--- src/rtl/fpu_mul_div_arbiter_pkg.sv ---
// ---------------------------------------------------------------------------
// fpu_ctrl_pkg
// Shared types and constants for the FP32 multiply/divide arbiter slice.
//   op_e        : operation select (multiply / divide)
//   fpu_flags_t : IEEE exception flags as reported by the unit
//   tag_t       : {valid, id} token that shadows each operation in flight
//   FP32_ONE/INF: frequently used single-precision encodings
// ---------------------------------------------------------------------------
package fpu_ctrl_pkg;

    // Wide enough for the largest supported requester count (8).
    localparam int TAG_ID_W = 3;

    localparam logic [31:0] FP32_ONE = 32'h3F80_0000;
    localparam logic [31:0] FP32_INF = 32'h7F80_0000;

    typedef enum logic {
        OP_MUL = 1'b0,
        OP_DIV = 1'b1
    } op_e;

    typedef struct packed {
        logic io;
        logic dz;
        logic of;
        logic uf;
        logic i;
    } fpu_flags_t;

    typedef struct packed {
        logic                valid;
        logic [TAG_ID_W-1:0] id;
    } tag_t;

    // Converts a loop index into a tag id without width surprises.
    function automatic logic [TAG_ID_W-1:0] toTagId(input int idx);
        return TAG_ID_W'(idx);
    endfunction

endpackage

--- src/rtl/fpu_mul_div_arbiter_if.sv ---
// ---------------------------------------------------------------------------
// fpu_mul_div_arbiter_if
// Bundles the requester-side and unit-side signals of the arbiter.
//   req_valid/req_ready/req_a/req_b/req_sel : per-requester issue handshake
//   rsp_valid/rsp_ready/rsp_r/rsp_flags     : per-requester response handshake
//   fpu_a/fpu_b/fpu_sel/fpu_en/fpu_r/fpu_flags : shared mul/div datapath
//   inflight                                : operations issued, not retired
// Modports:
//   master : the environment (requesters plus the mul/div unit)
//   slave  : the arbiter itself
// ---------------------------------------------------------------------------
interface fpu_mul_div_arbiter_if #(
    parameter int NUM_REQ = 2,
    parameter int FPU_LAT = 3
);
    import fpu_ctrl_pkg::*;

    localparam int INF_W = $clog2(FPU_LAT + 2);

    logic [NUM_REQ-1:0]    req_valid;
    logic [NUM_REQ-1:0]    req_ready;
    logic [NUM_REQ*32-1:0] req_a;
    logic [NUM_REQ*32-1:0] req_b;
    logic [NUM_REQ-1:0]    req_sel;

    logic [31:0]           fpu_a;
    logic [31:0]           fpu_b;
    logic                  fpu_sel;
    logic                  fpu_en;
    logic [31:0]           fpu_r;
    fpu_flags_t            fpu_flags;

    logic [NUM_REQ-1:0]    rsp_valid;
    logic [NUM_REQ-1:0]    rsp_ready;
    logic [31:0]           rsp_r;
    fpu_flags_t            rsp_flags;

    logic [INF_W-1:0]      inflight;

    modport master (
        output req_valid, req_a, req_b, req_sel, rsp_ready, fpu_r, fpu_flags,
        input  req_ready, fpu_a, fpu_b, fpu_sel, fpu_en,
               rsp_valid, rsp_r, rsp_flags, inflight
    );

    modport slave (
        input  req_valid, req_a, req_b, req_sel, rsp_ready, fpu_r, fpu_flags,
        output req_ready, fpu_a, fpu_b, fpu_sel, fpu_en,
               rsp_valid, rsp_r, rsp_flags, inflight
    );

endinterface

--- src/rtl/fpu_mul_div_arbiter_rr_arbiter.sv ---
// ---------------------------------------------------------------------------
// rr_arbiter
// Round-robin arbiter: grants the first requester at or after an internal
// pointer, then moves the pointer just past the winner.
//   clk, arst : clock, asynchronous active-low reset
//   i_req     : request vector
//   i_en      : arbitration enable; grant is forced to zero when low
//   o_grant   : one-hot grant (zero when nothing is requested or disabled)
// ---------------------------------------------------------------------------
module rr_arbiter #(
    parameter int N = 2
) (
    input  logic         clk,
    input  logic         arst,
    input  logic [N-1:0] i_req,
    input  logic         i_en,
    output logic [N-1:0] o_grant
);
    localparam int PW = (N > 1) ? $clog2(N) : 1;

    logic [PW-1:0] r_ptr;
    logic [N-1:0]  w_pick;
    logic [PW-1:0] w_next;
    logic          w_found;

    // Two passes: first look at or above the pointer, then wrap to the
    // bottom. The first hit in that order is the round-robin winner.
    always_comb begin
        w_pick  = '0;
        w_found = 1'b0;
        for (int i = 0; i < N; i++) begin
            if (!w_found && i_req[i] && (i >= int'(r_ptr))) begin
                w_found   = 1'b1;
                w_pick[i] = 1'b1;
            end
        end
        for (int i = 0; i < N; i++) begin
            if (!w_found && i_req[i]) begin
                w_found   = 1'b1;
                w_pick[i] = 1'b1;
            end
        end
    end

    // Pointer target is the slot after the winner, wrapping at N.
    always_comb begin
        w_next = r_ptr;
        for (int i = 0; i < N; i++) begin
            if (w_pick[i]) begin
                w_next = (i == N - 1) ? '0 : PW'(i + 1);
            end
        end
    end

    assign o_grant = i_en ? w_pick : '0;

    // Pointer only moves when a grant actually goes out.
    always_ff @(posedge clk or negedge arst) begin
        if (!arst) begin
            r_ptr <= '0;
        end else if (i_en && (|i_req)) begin
            r_ptr <= w_next;
        end
    end

endmodule

--- src/rtl/fpu_mul_div_arbiter.sv ---
// ---------------------------------------------------------------------------
// fpu_mul_div_arbiter
// Shares one pipelined FP32 mul/div unit among NUM_REQ requesters. Winning
// operands are registered into the unit, a {valid,id} tag rides a shadow
// pipeline alongside, and the tail tag steers the unit's result back to the
// requester that issued it.
//   clk, arst : clock, asynchronous active-low reset
//   bus       : slave view of fpu_mul_div_arbiter_if
//               (requester issue/response handshakes, unit a/b/sel/en,
//                unit r/flags, inflight count)
// ---------------------------------------------------------------------------
module fpu_mul_div_arbiter
    import fpu_ctrl_pkg::*;
#(
    parameter int NUM_REQ = 2,
    parameter int FPU_LAT = 3
) (
    input  logic                  clk,
    input  logic                  arst,
    fpu_mul_div_arbiter_if.slave  bus
);
    localparam int INF_W = $clog2(FPU_LAT + 2);

    logic                w_en;
    logic                w_stall;
    logic                w_tailReady;
    logic                w_issue;
    logic                w_retire;
    logic [NUM_REQ-1:0]  w_grant;
    logic [NUM_REQ-1:0]  w_rspValid;
    logic [TAG_ID_W-1:0] w_grantId;
    logic [31:0]         w_a;
    logic [31:0]         w_b;
    logic                w_sel;
    tag_t                w_tail;

    logic [31:0]         r_a;
    logic [31:0]         r_b;
    op_e                 r_sel;
    tag_t                r_tag [0:FPU_LAT];
    logic [INF_W-1:0]    r_inflight;

    // Tail stage lines up with the unit's result.
    assign w_tail = r_tag[FPU_LAT];

    // Decode the tail id into a response strobe and pick that requester's
    // ready; the id field is wider than NUM_REQ, so compare per slot.
    always_comb begin
        w_tailReady = 1'b0;
        w_rspValid  = '0;
        for (int i = 0; i < NUM_REQ; i++) begin
            if (w_tail.id == toTagId(i)) begin
                w_tailReady   = bus.rsp_ready[i];
                w_rspValid[i] = w_tail.valid;
            end
        end
    end

    // A result waiting on a busy requester freezes everything behind it,
    // including the unit; reset also keeps the unit frozen.
    assign w_stall = w_tail.valid & ~w_tailReady;
    assign w_en    = arst & ~w_stall;

    rr_arbiter #(
        .N (NUM_REQ)
    ) u_rrArbiter (
        .clk     (clk),
        .arst    (arst),
        .i_req   (bus.req_valid),
        .i_en    (w_en),
        .o_grant (w_grant)
    );

    // Operand mux driven by the one-hot grant.
    always_comb begin
        w_a       = '0;
        w_b       = '0;
        w_sel     = 1'b0;
        w_grantId = '0;
        for (int i = 0; i < NUM_REQ; i++) begin
            if (w_grant[i]) begin
                w_a       = bus.req_a[i*32 +: 32];
                w_b       = bus.req_b[i*32 +: 32];
                w_sel     = bus.req_sel[i];
                w_grantId = toTagId(i);
            end
        end
    end

    // The grant only ever covers a valid request, so any grant is a handshake.
    assign w_issue  = |w_grant;
    assign w_retire = |(w_rspValid & bus.rsp_ready);

    // Issue registers keep their last operands across bubbles; the tag
    // marks those cycles invalid so the stale data never reaches anyone.
    always_ff @(posedge clk or negedge arst) begin
        if (!arst) begin
            r_a   <= '0;
            r_b   <= '0;
            r_sel <= OP_MUL;
        end else if (w_issue) begin
            r_a   <= w_a;
            r_b   <= w_b;
            r_sel <= op_e'(w_sel);
        end
    end

    // Shadow tag pipeline advances in lock-step with the unit.
    always_ff @(posedge clk or negedge arst) begin
        if (!arst) begin
            for (int s = 0; s <= FPU_LAT; s++) begin
                r_tag[s] <= '0;
            end
        end else if (w_en) begin
            r_tag[0] <= tag_t'{valid: w_issue, id: w_grantId};
            for (int s = 1; s <= FPU_LAT; s++) begin
                r_tag[s] <= r_tag[s-1];
            end
        end
    end

    // Issue and retire in the same cycle cancel out.
    always_ff @(posedge clk or negedge arst) begin
        if (!arst) begin
            r_inflight <= '0;
        end else if (w_issue && !w_retire) begin
            r_inflight <= r_inflight + INF_W'(1);
        end else if (!w_issue && w_retire) begin
            r_inflight <= r_inflight - INF_W'(1);
        end
    end

    assign bus.req_ready = w_grant;
    assign bus.fpu_a     = r_a;
    assign bus.fpu_b     = r_b;
    assign bus.fpu_sel   = r_sel;
    assign bus.fpu_en    = w_en;
    assign bus.rsp_valid = w_rspValid;
    assign bus.rsp_r     = bus.fpu_r;
    assign bus.rsp_flags = bus.fpu_flags;
    assign bus.inflight  = r_inflight;

endmodule

--- src/flat_wrapper.sv ---
// flat-port wrapper written by rule: the top's interface ports become plain ports
module fpu_mul_div_arbiter_flat import fpu_ctrl_pkg::*;
#(
    parameter int NUM_REQ = 2,
    parameter int FPU_LAT = 3
)
  (clk, arst, bus_req_valid, bus_req_a, bus_req_b, bus_req_sel, bus_rsp_ready, bus_fpu_r, bus_fpu_flags, bus_req_ready, bus_fpu_a, bus_fpu_b, bus_fpu_sel, bus_fpu_en, bus_rsp_valid, bus_rsp_r, bus_rsp_flags, bus_inflight);
  fpu_mul_div_arbiter_if #(.NUM_REQ(NUM_REQ), .FPU_LAT(FPU_LAT)) bus_i ();
  input  logic clk;
  input  logic arst;
  input wire logic [$bits(bus_i.req_valid)-1:0] bus_req_valid;
  input wire logic [$bits(bus_i.req_a)-1:0] bus_req_a;
  input wire logic [$bits(bus_i.req_b)-1:0] bus_req_b;
  input wire logic [$bits(bus_i.req_sel)-1:0] bus_req_sel;
  input wire logic [$bits(bus_i.rsp_ready)-1:0] bus_rsp_ready;
  input wire logic [$bits(bus_i.fpu_r)-1:0] bus_fpu_r;
  input wire logic [$bits(bus_i.fpu_flags)-1:0] bus_fpu_flags;
  output wire logic [$bits(bus_i.req_ready)-1:0] bus_req_ready;
  output wire logic [$bits(bus_i.fpu_a)-1:0] bus_fpu_a;
  output wire logic [$bits(bus_i.fpu_b)-1:0] bus_fpu_b;
  output wire logic [$bits(bus_i.fpu_sel)-1:0] bus_fpu_sel;
  output wire logic [$bits(bus_i.fpu_en)-1:0] bus_fpu_en;
  output wire logic [$bits(bus_i.rsp_valid)-1:0] bus_rsp_valid;
  output wire logic [$bits(bus_i.rsp_r)-1:0] bus_rsp_r;
  output wire logic [$bits(bus_i.rsp_flags)-1:0] bus_rsp_flags;
  output wire logic [$bits(bus_i.inflight)-1:0] bus_inflight;
  assign bus_i.req_valid = bus_req_valid;
  assign bus_i.req_a = bus_req_a;
  assign bus_i.req_b = bus_req_b;
  assign bus_i.req_sel = bus_req_sel;
  assign bus_i.rsp_ready = bus_rsp_ready;
  assign bus_i.fpu_r = bus_fpu_r;
  assign bus_i.fpu_flags = bus_fpu_flags;
  assign bus_req_ready = bus_i.req_ready;
  assign bus_fpu_a = bus_i.fpu_a;
  assign bus_fpu_b = bus_i.fpu_b;
  assign bus_fpu_sel = bus_i.fpu_sel;
  assign bus_fpu_en = bus_i.fpu_en;
  assign bus_rsp_valid = bus_i.rsp_valid;
  assign bus_rsp_r = bus_i.rsp_r;
  assign bus_rsp_flags = bus_i.rsp_flags;
  assign bus_inflight = bus_i.inflight;
  fpu_mul_div_arbiter #(.NUM_REQ(NUM_REQ), .FPU_LAT(FPU_LAT)) u_core (.clk(clk), .arst(arst), .bus(bus_i));
endmodule
--- config.mk ---
export PLATFORM = sky130hd
export DESIGN_NAME = fpu_mul_div_arbiter_flat
export DESIGN_NICKNAME = d
export VERILOG_FILES = /design/src/rtl/fpu_mul_div_arbiter_pkg.sv /design/src/rtl/fpu_mul_div_arbiter_if.sv /design/src/rtl/fpu_mul_div_arbiter_rr_arbiter.sv /design/src/rtl/fpu_mul_div_arbiter.sv /design/src/flat_wrapper.sv
export SDC_FILE = /design/constraint.sdc
export NUM_CORES = 1
export LEC_CHECK = 0
export BUFFER_PORTS_ARGS = -buffer_cell sky130_fd_sc_hd__clkbuf_2
export CORE_MARGIN = 10
export CORE_UTILIZATION = 38
export DETAILED_ROUTE_END_ITERATION = 10
export PLACE_DENSITY = 0.78
export SLEW_MARGIN = 15
export SYNTH_ARGS = -nofsm -noshare
export SYNTH_HDL_FRONTEND = slang
export SYNTH_SLANG_ARGS = --single-unit
--- constraint.sdc ---
create_clock -name clk -period 2.2 [get_ports clk]
set_input_delay 0.11 -clock clk [delete_from_list [all_inputs] [get_ports clk]]
set_output_delay 0.11 -clock clk [all_outputs]
set_load 0.01 [all_outputs]
## Yosys cells after proc, flatten, opt, wreduce, memory -nomap -nowiden

Cells that the tools add are included.

- Output and inout bits: 110
- Register bits after elaboration: 85
- Bits of input ports: 173

- Add/sub/neg operators: 2
- $lt $le $gt $ge: 1
- Muxes and demuxes: 22
- Bitwise operators: 5
- Reductions and logical operators: 19
- Equal/unequal tests: 1

Operators with widths:

| cell | number |
|---|---|
| $mux W32 | 4 |
| $mux W1 | 15 |
| $logic_and A1 B1 Y1 | 7 |
| $mux W3 | 2 |
| $reduce_or A2 Y1 | 3 |
| $logic_not A1 Y1 | 5 |
| $reduce_bool A2 Y1 | 2 |
| $add A3 B1 Y3 const B | 1 |
| $eq A3 B1 Y1 const B | 1 |
| $logic_not A3 Y1 | 1 |
| $sub A3 B1 Y3 const B | 1 |
| $and A1 B1 Y1 | 2 |
| $and A2 B2 Y2 | 1 |
| $mux W2 | 1 |
| $not A1 Y1 | 2 |
| $reduce_and A2 Y1 | 1 |
| $ge A1 B1 Y1 const A | 1 |

## Longest topological paths before layout

Gate-level depths: netlist of run 1.

- Word-level depth: 18
- Mapped depth: 10
- Gate-level depth less buffers: 8

## Modules after synthesis

A second synthesis of run 1 with hierarchy kept.

- Cell total of the unflattened synthesis: 366
- Area total of the unflattened synthesis: 3831.2 sq um

Modules (own cells, without submodules):

| module | cells each | area each (sq um) | times used |
|---|---|---|---|
| fpu_mul_div_arbiter | 358 | 3769.9 | 1 |
| rr_arbiter | 8 | 61.3 | 1 |

## Worst setup path after synthesis of run 1

No wires, ideal clock.

- Kind: register -> register
- Start point: reg u_core.r_tag[0] (netlist bit)
- End point: reg u_core.r_inflight[2] (netlist: u_core.bus.inflight[2])
- Arrival time: 1959 ps
- Period minus slack after synthesis: 2039 ps
- Cell stages (with the launch flop): 10
- Required time: 2121 ps
- Setup time: 79 ps
- Slack: 161 ps
- Cells stage by stage: dfrtp_1 > mux2i_1 > a21oi_2 > buf_2 > ha_1 > inv_1 > fa_1 > xor2_1 > nor2_1 > xor2_1

- Longest elaborated chain between the ends: 12

Ends and longest elaborated chain:

| what | RTL line | source |
|---|---|---|
| start, declared | fpu_mul_div_arbiter.sv:40 | `tag_t r_tag [0:FPU_LAT];` |
| start signal, assigned by index | fpu_mul_div_arbiter.sv:117 | `r_tag[s] <= r_tag[s-1];` |
| $logic_not A3 Y1 | fpu_mul_div_arbiter.sv:52 | `if (w_tail.id == toTagId(i)) begin` |
| $mux W1 | fpu_mul_div_arbiter.sv:52 |  |
| $mux W1 * | fpu_mul_div_arbiter.sv:52 |  |
| $not A1 Y1 * | fpu_mul_div_arbiter.sv:61 | `assign w_stall = w_tail.valid & ~w_tailReady;` |
| $and A1 B1 Y1 * | fpu_mul_div_arbiter.sv:61 |  |
| $not A1 Y1 * | fpu_mul_div_arbiter.sv:62 | `assign w_en = arst & ~w_stall;` |
| $and A1 B1 Y1 * | fpu_mul_div_arbiter.sv:62 |  |
| $mux W2 * | fpu_mul_div_arbiter_rr_arbiter.sv:55 | `assign o_grant = i_en ? w_pick : '0;` |
| $reduce_or A2 Y1 * | fpu_mul_div_arbiter.sv:91 | `assign w_issue = \|w_grant;` |
| via u_core.w_issue | fpu_mul_div_arbiter.sv:27 | `logic w_issue;` |
| $logic_not A1 Y1 | fpu_mul_div_arbiter.sv:128 | `end else if (!w_issue && w_retire) begin` |
| $logic_and A1 B1 Y1 | fpu_mul_div_arbiter.sv:128 |  |
| $reduce_bool A2 Y1 (no line) | n/a |  |
| end signal, assigned | fpu_mul_div_arbiter.sv:127 | `r_inflight <= r_inflight + INF_W'(1);` |
| end signal, assigned | fpu_mul_div_arbiter.sv:129 | `r_inflight <= r_inflight - INF_W'(1);` |
| end, declared | fpu_mul_div_arbiter.sv:41 | `logic [INF_W-1:0] r_inflight;` |

The timed path passes the listed nets; every way through them passes the cells marked *.
A chain may end at the register's enable or synchronous reset.

## Worst setup path after layout of run 1

- Start point: reg u_core.r_tag[0] (netlist bit)
- End point: reg u_core.r_inflight[2] (netlist: u_core.bus.inflight[2])

- Longest elaborated chain between the ends: 12

Ends and longest elaborated chain:

| what | RTL line |
|---|---|
| $logic_not A3 Y1 | fpu_mul_div_arbiter.sv:52 |
| $mux W1 (2 in series) | fpu_mul_div_arbiter.sv:52 |
| $not A1 Y1 | fpu_mul_div_arbiter.sv:61 |
| $and A1 B1 Y1 | fpu_mul_div_arbiter.sv:61 |
| $not A1 Y1 | fpu_mul_div_arbiter.sv:62 |
| $and A1 B1 Y1 | fpu_mul_div_arbiter.sv:62 |
| $mux W2 | fpu_mul_div_arbiter_rr_arbiter.sv:55 |
| $reduce_or A2 Y1 | fpu_mul_div_arbiter.sv:91 |
| $logic_not A1 Y1 | fpu_mul_div_arbiter.sv:128 |
| $logic_and A1 B1 Y1 | fpu_mul_div_arbiter.sv:128 |
| $reduce_bool A2 Y1 (no line) | n/a |

Parallel ways exist; a longest one is shown, timed or not.

==> results of run 1 <==
[worst reg2reg max path, cell delays in order (launching register included)]
cell and delay, ns:
dfrtp_1 0.43, mux2_2 0.40, nand2_1 0.08, ha_1 0.18
inv_1 0.07, fa_1 0.37, xor2_1 0.17, nor2_1 0.11
xor2_1 0.16
[sequential cells by signal (all words and copies together) (netlist names)]
register / count
u_core.r_tag: 8
u_core.bus.fpu_b: 32
u_core.u_rrArbiter.r_ptr: 1
u_core.bus.inflight: 3
u_core.bus.fpu_a: 32
u_core.bus.fpu_sel: 1
[synthesized netlist by cell type]
cell,count,area (um^2)
mux2_2,52,585.6
xnor2_1,1,8.760
nor2_1,3,11.26
a21boi_1,1,7.510
a21oi_2,1,8.760
buf_1,1,3.750
o22ai_1,1,6.260
o21ai_0,1,5.000
and2_1,2,12.51
fa_1,1,20.02
o21ai_4,1,16.27
mux2i_1,2,20.02
inv_2,1,3.750
clkbuf_1,12,45.04
nand2b_1,1,6.260
inv_1,4,15.01
buf_6,3,33.78
xor2_1,2,17.52
a21oi_1,1,5.000
dfrtp_1,77,1927
nand2_1,3,11.26
a21o_1,1,7.510
ha_1,1,12.51
a32o_1,65,650.6
mux2_1,21,236.5
buf_4,39,292.8
buf_2,11,55.05
[metrics by stage]
stage | instances | cell area (um^2) | total power [W] | hold WS (ns)
after floorplan | 309 | 4025 | 0.004049 | -0.1856
after global placement | 595 | 4902 | 0.005034 | 0.2201
after detailed placement | 595 | 4902 | 0.005164 | 0.2201
after CTS | 611 | 5146 | 0.006455 | 0.08060
after global routing | 611 | 5146 | 0.006786 | 0.09201
final | 611 | 5146 | 0.006350 | 0.06408
[cell usage in the layout (no fill, tap or decap)]
cell type	netlist	final
buf_12	0	1
mux2i_1	2	2
a21o_1	1	1
xor2_1	2	2
inv_2	1	1
nand2_1	3	3
o21ai_4	1	1
clkbuf_2	0	207
o21ai_0	1	1
a21oi_4	0	1
a21oi_1	1	1
bufinv_16	0	2
buf_4	39	8
fa_1	1	1
xnor2_1	1	1
a32o_1	65	65
o22ai_1	1	1
nand2b_2	0	1
and2_1	2	2
ha_1	1	1
inv_1	4	4
mux2_1	21	21
dfrtp_1	77	77
clkinv_2	0	1
a21boi_4	0	1
clkbuf_8	0	13
mux2_2	52	52
nor2_1	3	3
[power by group through the flow]
stage	Combinational (W)	Clock, W	Sequential [W]
2_1_floorplan	0.00132	0	0.00273
3_3_place_gp	0.00258	0	0.00245
3_5_place_dp	0.00266	0	0.00250
4_1_cts	0.00267	0.00131	0.00247
5_1_grt	0.00285	0.00137	0.00257
6_report	0.00261	0.00128	0.00247
[how the worst max path moves through the flow]
stage	slack (ns)	start	to
floorplan	0.16	u_core.r_tag[0]	u_core.bus.inflight[2]
global placement	0.25	u_core.r_tag[0]	u_core.bus.inflight[2]
detailed placement	0.20	u_core.r_tag[0]	u_core.bus.inflight[2]
CTS	0.17	u_core.r_tag[0]	u_core.bus.inflight[2]
global route	0.008	u_core.r_tag[0]	u_core.bus.inflight[2]
finish	0.16	u_core.r_tag[0]	u_core.bus.inflight[2]
[cell type report]
class	count	share of cell area, %
clock buffer	13	3.477
tap	136	3.307
multi-input combinational	161	32.46
clock inverter	3	1.264
sequential	77	37.44
timing repair buffer	216	21.69
inverter	5	0.3647
[cell families (layout without fill, tap and decap cells)]
group	after synthesis	count (layout)	share of synthesized area, %
mux	75	75	20.92
fa+ha+maj	2	2	0.8082
simple gates	9	9	1.026
xor+xnor	3	3	0.6529
compound gates	72	72	17.56
buf+inv	71	237	11.16
flops	77	77	47.87
[routing by layer]
layer  up-vias  track usage [%]  wire, um
li1       1473                -         -
met1      1579            15.09      4171
met2       178            30.05      7045
met3        26            7.065      1619
met4         0            7.953       403
met5         -           0.3289         0
==> results.md, run 1 <==
* mux2_2 -> nand2_1 -> ha_1 -> inv_1 -> fa_1 -> xor2_1 -> nor2_1 -> xor2_1 — CP Cell Sequence
* 0 — number of failing hold endpoints at the final stage
* 0 — total of cells resized after clock tree synthesis
* 0.16 ns — r2r setup slk
* 0 — number of buffers added to fix hold violations after cts
* u_core.bus.inflight[2] — Critical R2R Capture
* 0.08 ns — clock-pin transition on the worst setup and hold timing paths
* 5.329 — Via-to-Cell Ratio
* 3,659 — number of global-route vias before repair
* xor2_1 — most prevalent standard cell on the critical path
* 2 — Max clock buf depth
* 0.6094 mV — VDD IR-drop max
* 49.85% — share of the core filled with cells
* 3 — H-tree lvl count
* 34.75% — worst max-slew margin expressed relative to the limit
* 0 — ANT cells
* 0.1981 ns — Setup WS pre-CTS
* 47.87% — Seq/Total Area, Yosys
* 0.34 ns — clock insertion delay at the later pin of the skew report
* 13.03 um^2 — average cell area after synthesis
* 21.67 um — wire length per cell
* 19,540 um — wire length of the first global-routing pass
* 2.31 ns — arrival time at the worst endpoint
* u_core.r_tag[0] — Reg2Reg Launch Point
* 3,256 — vias
* flop — category of the worst setup path launch point
* 0 — antenna violations before repair
* 0 — number of max-cap violations
* flop — element type at the critical path end
* 928 — Fillers
* 122.9 um — width of the die
* reg -> reg — CP Class
* 0 — DR DRC count
* 0.8568 — routability congestion estimate
* 0.1605 ns — final worst slack
* 0 — yosys synthesis warning count
* 4 — Detailed Routing Iterations Pass 1
* 38.99% — initial standard-cell utilization of the core
* 645 — net total in the final layout
* 10,540 um — hpwl dp
* clkbuf_8 — Clk Tree Root Cell
* 0.008098 ns — maximum clock skew at final layout
* 1234 mW/mm^2 — P per Cell Area
* 0.004141 W — Internal Pwr Total
* adder cells — kind of cell adding the most delay to the critical path
* 0.01511 mm^2 — Die ar.
* 77 — register bit count reported by yosys
* 189 — count of routing violations after the opening detailed-route iteration
* finished clean — outcome
* 490.3 MHz — max frequency
* 92.71% — final clock period utilization by the worst path
* 0.9787 ns — transition at the pin with the smallest max-transition slack
* 2.040 ns — crit path time final
* done — TritonCTS clock tree
* 0 — number of setup buffers added after CTS
* in -> async — class of the tightest hold or removal check
* 0.43 ns — Worst path max stage delay
* 0 — remaining antenna violation count after routing
* 122.9 um — Die Span Y
* 27 — Distinct cells, synth
* 0 ns — summed negative setup slack over all endpoints
* 1 — Buf+Inv Stages, Crit Path
* 8 — number of stages on the worst setup path
* 27.85% — area grow syn2layout
* 0 — total congestion overflow
* 484 — syn_nets
* 0 — number of endpoints failing setup at the final stage
* dfrtp_1 — critical-path cell with the highest stage delay
* 0.01032 mm^2 — area of the core region
* 8 — worst reg2reg path depth
* 0.004025 mm^2 — Post-Synthesis Cell Area
* 9 — number of buffers added by the clock tree synthesis step
* 38.8% — part of the power in registers
* 41.0% — combinational cell fraction of total power
* 2.47 ns — data required time of the worst path
* 2.570 nW — static leakage power
* 309 — number of instances in the synthesized netlist
* 77 — number of sinks handled by clock tree synthesis
* 13,240 um — detailed-route wire length
* 283 — count of pins on the block boundary
* 20.1% — Clock power frac
* 34.79% — switching power as a share of total power
* 79 — maximum number of pins on one net before global-route repair
* 5 — Max Fanout on Critical Path
* 60.84% — fraction of layout cells with a size suffix above 1
* 208 — IO Port Bufs
* 0.002209 W — power dissipated by switching net loads
* 0.001927 mm^2 — sequential cell area
* 0.001670 mm^2 — multi-input logic area
* 0 — number of pins exceeding their max-slew limit in the final report
* false — setup repair after global routing missed its margin
* 16.33% — overall fraction of global-route tracks in use
* 37 — std cell rows
Power figures use the tool's default switching activity.
==> inputs of run 2 (changes only) <==
Settings changed: CORE_ASPECT_RATIO from default to 1.25.
==> results.md, run 2 (synthesis results as in run 1) <==
* 4 — Detailed Routing Iterations Pass 1
* done — TritonCTS clock tree
* 79 — maximum number of pins on one net before global-route repair
* 207 x clkbuf_2, 77 x dfrtp_1, 65 x a32o_1 — most frequent cells in the layout
* 585 — post-placement cell count
* 3 — H-tree lvl count
* reg -> reg — CP Class
* 0 — total congestion overflow
* dfrtp_1 — critical-path cell with the highest stage delay
* 34.97% — worst max-slew margin expressed relative to the limit
* 0.01021 mm^2 — area of the core region
* 17.69% — overall fraction of global-route tracks in use
* in -> async — class of the tightest hold or removal check
* 2.569 nW — static leakage power
* 1232 mW/mm^2 — P per Cell Area
* 5 — Max Fanout on Critical Path
* 20,960 um — wire length of the first global-routing pass
* 0.007897 ns — maximum clock skew at final layout
* 91.18% — final clock period utilization by the worst path
* 60.00% — fraction of layout cells with a size suffix above 1
* 8 — worst reg2reg path depth
* clkbuf_2 — leading cell type in the layout, fill and taps excluded
* 0.41 ns — Worst path max stage delay
* flop — element type at the critical path end
* 23.70 um — wire length per cell
* 5.447 — Via-to-Cell Ratio
* 77 — number of sinks handled by clock tree synthesis
* 0 — remaining antenna violation count after routing
* 0 — number of buffers added to fix hold violations after cts
* 9 — number of buffers added by the clock tree synthesis step
* 41 — std cell rows
* 208 — IO Port Bufs
* 0.7992 — routability congestion estimate
* flop — category of the worst setup path launch point
* 0 — number of pins exceeding their max-slew limit in the final report
* 0 — number of failing hold endpoints at the final stage
* 0.06 ns — clock-pin transition on the worst setup and hold timing paths
* 498.5 MHz — max frequency
* 0 — number of endpoints failing setup at the final stage
* 0 — number of setup buffers added after CTS
* 0 ns — summed negative setup slack over all endpoints
* 2 — Max clock buf depth
* clkbuf_16 — Clk Tree Root Cell
* 0 — total of cells resized after clock tree synthesis
* 135.1 um — Die Span Y
* 0.19 ns — r2r setup slk
* 0 — DR DRC count
* 0.33 ns — clock insertion delay at the later pin of the skew report
* 642 — net total in the final layout
* 0 — antenna violations before repair
* 28.10% — area grow syn2layout
* 0 — ANT cells
* 2.006 ns — crit path time final
* 112.1 um — width of the die
* mux2_2 -> nand2_1 -> ha_1 -> inv_1 -> fa_1 -> xor2_1 -> nor2_1 -> xor2_1 — CP Cell Sequence
* 283 — count of pins on the block boundary
* xor2_1 — most prevalent standard cell on the critical path
* 0.9754 ns — transition at the pin with the smallest max-transition slack
* 166 — count of routing violations after the opening detailed-route iteration
* 3,263 — vias
* 3,719 — number of global-route vias before repair
* false — setup repair after global routing missed its margin
* 0.5348 mV — VDD IR-drop max
* 921 — Fillers
* 11,130 um — hpwl dp
* 39.43% — initial standard-cell utilization of the core
* 0.01513 mm^2 — Die ar.
* 0 — number of max-cap violations
* finished clean — outcome
* 14,200 um — detailed-route wire length
* 599 — Layout Cells excl Fill
* 2.26 ns — arrival time at the worst endpoint
* 2.46 ns — data required time of the worst path
## run 2: where the power goes
group          switching, W  total [W]  internal (W)  leakage [nW]
Combinational       0.00131    0.00261       0.00130          1.49
Clock              0.000524    0.00127      0.000745         0.125
Sequential         0.000376    0.00247       0.00209         0.953
Total               0.00221    0.00635       0.00414          2.57
## run 2: metrics by stage
step                      hold WS, ns  total power (W)  utilization (%)  cell area [um^2]  worst slack, ns
final                         0.06815         0.006351            50.51              5156           0.1939
after CTS                      0.1010         0.006480            50.51              5156           0.1691
after floorplan               -0.1856         0.004049                -              4025           0.1614
after global routing           0.1130         0.006777            50.51              5156          0.07622
after global placement         0.2201         0.005053            48.08              4908           0.2571
after detailed placement       0.2201         0.005174            48.08              4908           0.1651
## run 2: path summary, 6_finish.rpt
path | from | to
worst max register to register | u_core.r_tag[0] | u_core.bus.inflight[2]
worst max-delay path | u_core.r_tag[0] | u_core.bus.inflight[2]
min in group clk | bus_req_b[5] | u_core.bus.fpu_b[5]
max in group asynchronous | arst | u_core.bus.fpu_a[27]
worst min-delay path | arst | u_core.bus.fpu_a[6]
worst min register to register | u_core.bus.inflight[2] | u_core.bus.inflight[2]
## run 2: area by class of cell
| cell class | instances | area [um^2] | area share (%) |
|---|---|---|---|
| multi-input combinational | 161 | 1670 | 32.39 |
| clock inverter | 3 | 15.01 | 0.2912 |
| timing repair buffer | 213 | 1131 | 21.94 |
| tap | 129 | 161.4 | 3.130 |
| clock buffer | 11 | 232.7 | 4.513 |
| sequential | 77 | 1927 | 37.37 |
| inverter | 5 | 18.77 | 0.3640 |
## run 2: critical path, delay by kind of cell, from the launching register on
kind                       cells  cell delay, ns
muxes                          1            0.39
adders and majority gates      2            0.55
and+or+nand+nor                2            0.21
DFF                            1            0.41
buffers and inverters          1            0.06
xor gates and xnor gates       2            0.32
## run 2: routing by layer
| metal | GRT usage (%) | up-vias | share of wire (%) |
|---|---|---|---|
| li1 | - | 1462 | - |
| met1 | 14.46 | 1570 | 30 |
| met2 | 30.90 | 196 | 50 |
| met3 | 12.90 | 35 | 17 |
| met4 | 8.475 | 0 | 2.9 |
| met5 | 0.3484 | - | 0 |
==> inputs of run 3 (changes only) <==
Settings changed: CORE_UTILIZATION 38 to 45, PLACE_DENSITY 0.78 to 0.87.
Clock period 2.2 ns to 2.4 ns, I/O delays scaled along.
==> results.md, run 3 (synthesis results as in run 1) <==
* 0 — total of cells resized after clock tree synthesis
* 46.26% — initial standard-cell utilization of the core
* 0 ns — summed negative setup slack over all endpoints
* 20.12% — overall fraction of global-route tracks in use
* clkbuf_2 — leading cell type in the layout, fill and taps excluded
* 3,300 — vias
* false — setup repair after global routing missed its margin
* 0 — number of setup buffers added after CTS
* 0.07 ns — clock-pin transition on the worst setup and hold timing paths
* 5 — Detailed Routing Iterations Pass 1
* 67 — maximum number of pins on one net before global-route repair
* 49 — Max Fanout on Critical Path
* finished clean — outcome
* 0 — number of failing hold endpoints at the final stage
* 0 — number of max-cap violations
* 734 — Fillers
* clkbuf_8 — Clk Tree Root Cell
* 0.008701 mm^2 — area of the core region
* in -> reg — class of the tightest hold or removal check
* 0 — number of pins exceeding their max-slew limit in the final report
* 2.139 ns — crit path time final
* input pin — category of the worst setup path launch point
* 0.7077 — routability congestion estimate
* done — TritonCTS clock tree
* 0.001927 mm^2 — sequential cell area
* 2.28 ns — data required time of the worst path
* 104.6 um — width of the die
* 89.12% — final clock period utilization by the worst path
* 2 — Max clock buf depth
* 38 — std cell rows
* 21,000 um — wire length of the first global-routing pass
* 1 — number of buffers added to fix hold violations after cts
* 3 — H-tree lvl count
* 467.6 MHz — max frequency
* 0.004657 ns — maximum clock skew at final layout
* 77 — number of sinks handled by clock tree synthesis
* 0.005518 W — Final Power
* 0.5964 mV — VDD IR-drop max
* 647 — net total in the final layout
* 9 — number of buffers added by the clock tree synthesis step
* 0.34 ns — clock insertion delay at the later pin of the skew report
* 3,597 — number of global-route vias before repair
* 25.52% — area grow syn2layout
* 2.02 ns — arrival time at the worst endpoint
* 23.21 um — wire length per cell
* 171 — count of routing violations after the opening detailed-route iteration
* 0 — number of endpoints failing setup at the final stage
* 0.001670 mm^2 — multi-input logic area
* 0 — total congestion overflow
* 207 x clkbuf_2, 77 x dfrtp_1, 65 x a32o_1 — most frequent cells in the layout
* 0 — antenna violations before repair
* 60.42% — fraction of layout cells with a size suffix above 1
* 2.537 nW — static leakage power
* 13,810 um — detailed-route wire length
* 5.546 — Via-to-Cell Ratio
* 0 — remaining antenna violation count after routing
* 208 — IO Port Bufs
* in -> out — CP Class
* 125.7 um — Die Span Y
* 0 — ANT cells
* 0.01315 mm^2 — Die ar.
* 11,260 um — hpwl dp
* 1092 mW/mm^2 — P per Cell Area
* 0.8848 ns — transition at the pin with the smallest max-transition slack
* primary output — element type at the critical path end
* 283 — count of pins on the block boundary
* 41.01% — worst max-slew margin expressed relative to the limit
* 0 — DR DRC count
-- run 3: cell types whose count changed in the layout (fill, tap and decap cells not counted), sizes merged --
cell / change
buf: +4
dlygate4sd3: +1
clkbuf: +1
clkinv: -1
-- run 3: layout make-up --
| cell class | count | area share [%] |
|---|---|---|
| Timing Repair Buffer | 218 | 22.19 |
| Inverter | 5 | 0.3715 |
| Clock buffer | 12 | 3.071 |
| Clock inverter | 2 | 0.1981 |
| Sequential cell | 77 | 38.14 |
| Tap cell | 120 | 2.972 |
| Multi-Input combinational cell | 161 | 33.06 |
-- run 3: per-layer routing --
layer  share of wire [%]  vias to the layer above  GRT usage, %
met4                 3.7                        0         9.871
met5                   0                        -        0.3759
met2                  52                      207         35.54
met1                  31                     1580         18.43
li1                    -                     1476             -
met3                  13                       37         10.87
-- run 3: report_power, final --
group	switching, W	internal, W
combinational	0.00121	0.00118
clock	0.000427	0.000418
sequential	0.000363	0.00192
-- run 3: worst max-delay path, cell delays in order --
cell and delay (ns):
dlygate4sd3_1 0.56, buf_4 0.13, buf_4 0.50, o21ai_4 0.18, inv_2 0.19, and2_1 0.16
clkbuf_2 0.14
-- run 3: worst paths after layout --
check | slack (ns) | end | depth (start not counted) | from
worst max-delay path | 0.26 | bus_req_ready[0] | 7 | arst
worst min-delay path | 0.11 | u_core.bus.fpu_b[7] | 3 | bus_req_b[7]
worst max register to register | 0.34 | u_core.bus.fpu_b[3] | 4 | u_core.r_tag[0]
worst min register to register | 0.48 | u_core.bus.inflight[2] | 1 | u_core.bus.inflight[2]
max in group asynchronous | 1.03 | u_core.bus.fpu_b[22] | 4 | arst
min in group asynchronous | 0.50 | u_core.bus.fpu_sel | 3 | arst
-- run 3: per-stage QoR --
stage	hold WS (ns)	cells	setup slack (ns)	cell area [um^2]	util (%)
2_1_floorplan	-0.1756	309	0.3614	4025	-
3_5_place_dp	0.2401	580	0.3487	4877	56.05
5_1_grt	0.09922	595	0.07060	5052	58.07
6_report	0.1108	595	0.2612	5052	58.07
3_3_place_gp	0.2401	580	0.4302	4877	56.05
4_1_cts	0.09057	595	0.2025	5052	58.07
